===== src/rtl/slot_pkg.sv =====
// Shared slot-machine types and default credit constants.
// Used by the credit ledger, the coin display and the game controller.
// No logic lives here; there is no latency and no backpressure.
package slot_pkg;

    // Round state of the credit ledger.
    typedef enum logic [0:0] {
        IDLE    = 1'b0,
        PLAYING = 1'b1
    } state_t;

    // One decimal digit and a three-digit {hundreds,tens,units} credit value.
    typedef logic [3:0]  bcd_digit_t;
    typedef logic [11:0] credit_t;

    // Default game economics, all in BCD.
    localparam credit_t BET_BCD    = 12'h015;
    localparam credit_t WIN_BCD    = 12'h100;
    localparam credit_t MAX_BCD    = 12'h999;

    // Coin values, in BCD.
    localparam credit_t COIN5_BCD  = 12'h005;
    localparam credit_t COIN10_BCD = 12'h010;

endpackage


===== src/rtl/bcd3_addsub.sv =====
// Three-digit BCD adder/subtractor with per-digit decimal carry/borrow correction.
// Latency: purely combinational, zero cycles.
// Backpressure: none; the result follows the operands in the same cycle.
//
// Ports:
//   a, b   : BCD operands {hundreds,tens,units}
//   sub    : 0 = a + b, 1 = a - b
//   result : BCD result
//   carry  : decimal carry out of the hundreds digit (add) or borrow (sub)
module bcd3_addsub
    import slot_pkg::*;
(
    input  credit_t a,
    input  credit_t b,
    input  logic    sub,
    output credit_t result,
    output logic    carry
);

    always_comb begin
        logic       c;
        logic [4:0] s;
        bcd_digit_t da;
        bcd_digit_t db;

        c      = 1'b0;
        s      = '0;
        da     = '0;
        db     = '0;
        result = '0;
        for (int i = 0; i < 3; i++) begin
            da = a[i*4 +: 4];
            db = b[i*4 +: 4];
            if (!sub) begin
                // Binary digit sum above 9 is pushed past 15 by adding 6,
                // which leaves the correct decimal digit in the low nibble.
                s = {1'b0, da} + {1'b0, db} + {4'b0000, c};
                if (s > 5'd9) begin
                    s = s + 5'd6;
                    c = 1'b1;
                end else begin
                    c = 1'b0;
                end
            end else begin
                // A negative digit difference (bit 4 set) is corrected by
                // subtracting 6, equivalent to adding 10 modulo 16.
                s = {1'b0, da} - {1'b0, db} - {4'b0000, c};
                if (s[4]) begin
                    s = s - 5'd6;
                    c = 1'b1;
                end else begin
                    c = 1'b0;
                end
            end
            result[i*4 +: 4] = s[3:0];
        end
        carry = c;
    end

endmodule


===== src/rtl/credit_ledger.sv =====
// Credit bookkeeping for the slot game: coins in, bets out, jackpots in, BCD credit display.
// Latency: every response and credit update is registered, visible the cycle after the sampling edge.
// Backpressure: none upstream; coins queue in small pending counters, overflow is dropped and flagged.
//
// Ports:
//   clk, rst           : clock, asynchronous active-high reset
//   coin5, coin10      : one-cycle coin events (5 and 10 units)
//   bet_req            : start-of-round request, answered by bet_ack or bet_nak
//   round_done/win     : end of round, win qualifies a jackpot
//   refund_req         : cash-out request (only acted on when CREDIT_REFUND_EN is defined)
//   bet_ack, bet_nak   : one-cycle responses
//   playing            : high from an accepted bet until round_done
//   credit             : current credit, BCD {hundreds,tens,units}
//   coin_lost          : one-cycle pulse, a coin event was dropped
//   refund_done        : one-cycle pulse, refund executed (tied 0 without CREDIT_REFUND_EN)
//
// Build option: define CREDIT_REFUND_EN to add the cash-out path.
module credit_ledger
    import slot_pkg::*;
#(
    parameter credit_t BET_BCD = slot_pkg::BET_BCD,
    parameter credit_t WIN_BCD = slot_pkg::WIN_BCD,
    parameter credit_t MAX_BCD = slot_pkg::MAX_BCD,
    parameter int      PEND_W  = 2
) (
    input  logic        clk,
    input  logic        rst,
    input  logic        coin5,
    input  logic        coin10,
    input  logic        bet_req,
    input  logic        round_done,
    input  logic        round_win,
    input  logic        refund_req,
    output logic        bet_ack,
    output logic        bet_nak,
    output logic        playing,
    output logic [11:0] credit,
    output logic        coin_lost,
    output logic        refund_done
);

    localparam logic [PEND_W-1:0] PEND_FULL = {PEND_W{1'b1}};

    state_t            state;
    state_t            state_nxt;
    logic [PEND_W-1:0] pend5;
    logic [PEND_W-1:0] pend10;
    logic [PEND_W-1:0] pend5_nxt;
    logic [PEND_W-1:0] pend10_nxt;

    logic    op_bet;
    logic    op_win;
    logic    op_c10;
    logic    op_c5;
    logic    op_arith;
    logic    blocked;
    logic    take5;
    logic    take10;
    logic    lost;
    credit_t operand;
    logic    sub;
    credit_t sum;
    logic    sum_carry;
    credit_t sum_sat;
    credit_t credit_nxt;

`ifdef CREDIT_REFUND_EN
    logic op_refund;
    // A refund only wins the edge when no bet is being deducted.
    assign op_refund = (state == IDLE) && refund_req && !op_bet;
    assign blocked   = op_bet || op_win || op_refund;
`else
    logic unused_refund_req;
    assign unused_refund_req = refund_req;
    assign blocked           = op_bet || op_win;
`endif

    // Operation selection in priority order; at most one reaches the adder.
    assign op_bet   = (state == IDLE) && bet_req && (credit >= BET_BCD);
    assign op_win   = (state == PLAYING) && round_done && round_win;
    assign op_c10   = (pend10 != '0) && !blocked;
    assign op_c5    = (pend5 != '0) && !blocked && !op_c10;
    assign op_arith = op_bet || op_win || op_c10 || op_c5;

    always_comb begin
        operand = COIN5_BCD;
        sub     = 1'b0;
        if (op_bet) begin
            operand = BET_BCD;
            sub     = 1'b1;
        end else if (op_win) begin
            operand = WIN_BCD;
        end else if (op_c10) begin
            operand = COIN10_BCD;
        end
    end

    bcd3_addsub u_addsub (
        .a      (credit),
        .b      (operand),
        .sub    (sub),
        .result (sum),
        .carry  (sum_carry)
    );

    // Subtraction cannot underflow because a bet is only taken when credit covers
    // it. BCD digit order matches numeric order, so a plain compare is exact.
    assign sum_sat = (!sub && (sum_carry || (sum > MAX_BCD))) ? MAX_BCD : sum;

    always_comb begin
        credit_nxt = credit;
`ifdef CREDIT_REFUND_EN
        if (op_refund) begin
            credit_nxt = '0;
        end else
`endif
        if (op_arith) begin
            credit_nxt = sum_sat;
        end
    end

    always_comb begin
        state_nxt = state;
        case (state)
            IDLE:    if (op_bet) state_nxt = PLAYING;
            PLAYING: if (round_done) state_nxt = IDLE;
            default: state_nxt = IDLE;
        endcase
    end

    // A full counter still accepts a coin on the edge it drains one, so only
    // arrivals into a full counter that is not being applied are dropped.
    assign take5      = coin5  && ((pend5  != PEND_FULL) || op_c5);
    assign take10     = coin10 && ((pend10 != PEND_FULL) || op_c10);
    assign pend5_nxt  = pend5  + PEND_W'(take5)  - PEND_W'(op_c5);
    assign pend10_nxt = pend10 + PEND_W'(take10) - PEND_W'(op_c10);
    assign lost       = (coin5 && !take5) || (coin10 && !take10);

    always_ff @(posedge clk or posedge rst) begin
        if (rst) begin
            state     <= IDLE;
            credit    <= '0;
            pend5     <= '0;
            pend10    <= '0;
            bet_ack   <= 1'b0;
            bet_nak   <= 1'b0;
            playing   <= 1'b0;
            coin_lost <= 1'b0;
        end else begin
            state     <= state_nxt;
            credit    <= credit_nxt;
            pend5     <= pend5_nxt;
            pend10    <= pend10_nxt;
            bet_ack   <= op_bet;
            bet_nak   <= bet_req && !op_bet;
            playing   <= (state_nxt == PLAYING);
            coin_lost <= lost;
        end
    end

`ifdef CREDIT_REFUND_EN
    always_ff @(posedge clk or posedge rst) begin
        if (rst) begin
            refund_done <= 1'b0;
        end else begin
            refund_done <= op_refund;
        end
    end
`else
    assign refund_done = 1'b0;
`endif

endmodule


===== config.mk =====
export PLATFORM = sky130hd
export DESIGN_NAME = credit_ledger
export DESIGN_NICKNAME = d
export VERILOG_FILES = /design/src/rtl/slot_pkg.sv /design/src/rtl/bcd3_addsub.sv /design/src/rtl/credit_ledger.sv
export SDC_FILE = /design/constraint.sdc
export NUM_CORES = 1
export LEC_CHECK = 0
export BUFFER_PORTS_ARGS = -buffer_cell sky130_fd_sc_hd__buf_4
export CAP_MARGIN = 25
export CORE_UTILIZATION = 46
export CTS_CLUSTER_SIZE = 12
export DETAILED_ROUTE_END_ITERATION = 8
export GPL_ROUTABILITY_DRIVEN = 0
export MAX_ROUTING_LAYER = met4
export PLACE_DENSITY_LB_ADDON = 0.12
export SYNTH_ARGS = -nofsm -noshare
export SYNTH_HDL_FRONTEND = slang
export SYNTH_SLANG_ARGS = --single-unit

===== constraint.sdc =====
create_clock -name clk -period 19.7 [get_ports clk]
set_input_delay 1.97 -clock clk [delete_from_list [all_inputs] [get_ports clk]]
set_output_delay 1.97 -clock clk [all_outputs]
set_load 0.02 [all_outputs]

==> flow_summary.ini <==
[run_status]
status = completed

[floorplanning]
io_pins = 25
rows = 24
initial_core_utilization_pct = 49.4
floorplan.core_area_mm2 = 0.00450
die_area_mm2 = 0.00512
die_w_um = 71.5
floorplan.die.height_um = 71.5

[clock_tree]
insertion_delay_ns = 0.27
root_buffer = clkbuf_8
tritoncts_num_sinks = 20
cts.repair.resized = 0
tritoncts_clock_tree = built
clock_tree.buffer_depth = 2
cts-buffers-inserted = 3
post_cts_hold_buffer_count = 0
cts.htree.levels = 1
post-cts-setup-buffer-count = 0
clk_transition_reported_paths_ns = 0.09

[final_layout]
num-fill-cells = 460
design.final.nets = 329
area_growth_pct = 10.7
diodes = 0
final_layout_size_suffix_gt1_share_pct = 10.9

[global_route]
globalRoute.busiestLayer = met2
global_route.usage.total_pct = 21.8
number_of_global_route_vias_before_repair = 1848
globalRouteMet1Util_pct = 30.5
largest_net_degree_at_the_start_of_global_routing = 25
gr-usage-met2_pct = 33.8
grt_antenna_before_repair = 0
wire_length_of_the_first_global_routing_pass_mm = 8.60
groute.layer.met3.usage_pct = 3.66
grt_overflow_total = 0

[worst_setup_path]
cp_startpoint_kind = input pin
critPathMaxFanout = 24
reg2reg_depth = 29
worst_r2r_endpoint = credit[3]
timing.critical_path.to_type = register
reg2reg_from = credit[7]
worstPathRequired_ns = 19.81
reg2reg_setup_slack_ns = 11.83
timing_worst_setup_path_type = input pin to register
crit_path_max_incr_delay_ns = 0.64
worst-endpoint-arrival_ns = 8.91
cpMaxStageDelayCell = a41o_1

[sta]
finalHoldViolations = 0
maxSlewHeadroom_pct = 44.9
setup_violations_final = 0
grt_setup_unrepaired = no
fmaxAchievable_mhz = 114
period_share_pct = 44.7
layout_min_cycle_time_ns = 8.81
final_max_slew_viol_count = 0
worst_slew_pin_tran_ns = 0.825
fin_tns_setup_ns = 0
finClkSkew_ns = 0.00769

[hold_path]
worstHoldEndpoint = pend10[1]
hold_sp = pend10[1]
hold_class = register to register
worst_hold_path.num_cells = 1

[detailed_routing]
drt_wl_total_mm = 4.95
drtAntennaViolNets = 0
dr.first_iter.drc_count = 105
wl_per_cell_um = 14.4
drt_pre_antenna_iters = 4
post_drt_via_cell_ratio = 5.80
via_count = 2000
detail_route.drc_violations = 0

[synthesis]
synth.mux.area_fraction_pct = 0.450
synth_enable_flop_cells = 0
number_of_distinct_library_cells_after_synthesis = 60
yosys_warnings = 0
synth_sequential_area_ratio_pct = 22.5
parity_gate_share_of_the_synthesized_area_counting_xor_and_xnor_cells_pct = 5.51
ys_ff_latch = 20
post_syn_area_per_cell_um2 = 7.91
synth_flop_cell = dfrtp_1
mappedNetlistArea_mm2 = 0.00222
synth_top_family_by_area = compound AO/OA/AOI/OAI gates
synth_fa_ha_area_share_pct = 16.5
syn_nets = 316
synth-simple-area-share_pct = 23.5
synth_compound_area_share_pct = 24.6
synth_async_sr_flop_share_pct = 100
synth_cells = 281

[job]
max_cap_viol_count = 0

[placement]
numPortBuffers = 22
hpwl_mm = 3.72
-- metal layers --
metal / share of wire [%] / up-vias
met5: 0 / -
met1: 51 / 941
met3: 3.6 / 5
met4: 0.59 / 0
li1: - / 1019
met2: 45 / 35
-- through the flow --
step	hold WS [ns]	std cells	utilization (%)	setup WS, ns	area (um2)
final	0.549	345	54.6	10.89	2460
after global placement	0.531	341	53.1	10.75	2390
after CTS	0.547	345	54.6	10.92	2460
after floorplan	0.501	281	-	11.40	2220
after global routing	0.586	345	54.6	10.30	2460
after detailed placement	0.529	341	53.1	10.65	2390
-- Yosys cell counts (4+ instances only) --
cell      instances  area share, %
ha_1             23             13
inv_1            22            3.7
nand2b_1         10            2.8
xnor2_1          12            4.7
o21ai_0          20            4.5
nor2b_1          10            2.8
a21oi_1          17            3.8
nand3_1           6            1.4
nor3_1            7            1.6
a31oi_1           5            1.4
nand2_1          26            4.4
fa_1              4            3.6
nor2_1           24            4.1
dfrtp_1          20             23
a221oi_1          4            1.6
clkbuf_1          8            1.4
-- worst max path at each step --
stage                 start        end  slack, ns  cells after the start
CTS                 bet_req  credit[3]      10.92                     30
global route        bet_req  credit[7]      10.30                     30
detailed placement  bet_req  credit[3]      10.65                     30
global placement    bet_req  credit[7]      10.75                     30
finish              bet_req  credit[3]      10.89                     30
floorplan           bet_req  credit[7]      11.40                     33
-- registers in the layout (all words and copies together) (netlist names) --
register and count:
credit 12, pend10 2, pend5 2, bet_ack 1, bet_nak 1, coin_lost 1
state 1
-- logic make-up (layout without fill, tap and decap cells) --
group / after synthesis / count (layout)
and+or+nand+nor: 100 / 100
AOI/OAI and AO/OA: 81 / 81
buffers and inverters: 37 / 49
adders and majority gates: 27 / 27
DFF: 20 / 20
xor gates and xnor gates: 14 / 14
other: 1 / 1
muxes: 1 / 1
-- placed cells by master (no fill, tap or decap), types with 3 or more instances in the layout --
master | netlist | layout
nand2_1 | 26 | 26
nor2_1 | 24 | 24
ha_1 | 23 | 23
inv_1 | 22 | 22
buf_4 | 2 | 22
o21ai_0 | 20 | 20
dfrtp_1 | 20 | 20
a21oi_1 | 17 | 17
xnor2_1 | 12 | 12
nand2b_1 | 10 | 10
nor2b_1 | 10 | 10
nor3_1 | 7 | 7
nand3_1 | 6 | 6
a31oi_1 | 5 | 5
a221oi_1 | 4 | 4
fa_1 | 4 | 4
o21a_1 | 3 | 3
o21ai_1 | 3 | 3
a21o_1 | 3 | 3
and3_1 | 3 | 3
o211ai_1 | 3 | 3
clkbuf_8 | 0 | 3
-- final cells by class --
class | count | area [um2] | area share, %
timing repair buffer | 22 | 165 | 6.71
inverter | 23 | 86.3 | 3.51
tap | 52 | 65.1 | 2.64
clock buffer | 3 | 41.3 | 1.68
multi-input combinational | 224 | 1570 | 63.9
clock inverter | 1 | 30.0 | 1.22
sequential | 20 | 500 | 20.3
-- worst max-delay path, delay by kind of cell --
family	cells	cell delay (ns)
compound gates	11	2.14
xor+xnor	1	0.42
fa+ha+maj	6	2.42
buf+inv	3	0.33
simple gates	9	1.63
Power is left out: the tool's default activity adds up to more than one toggle a clock period on the data nets, which glitch-free logic cannot reach.
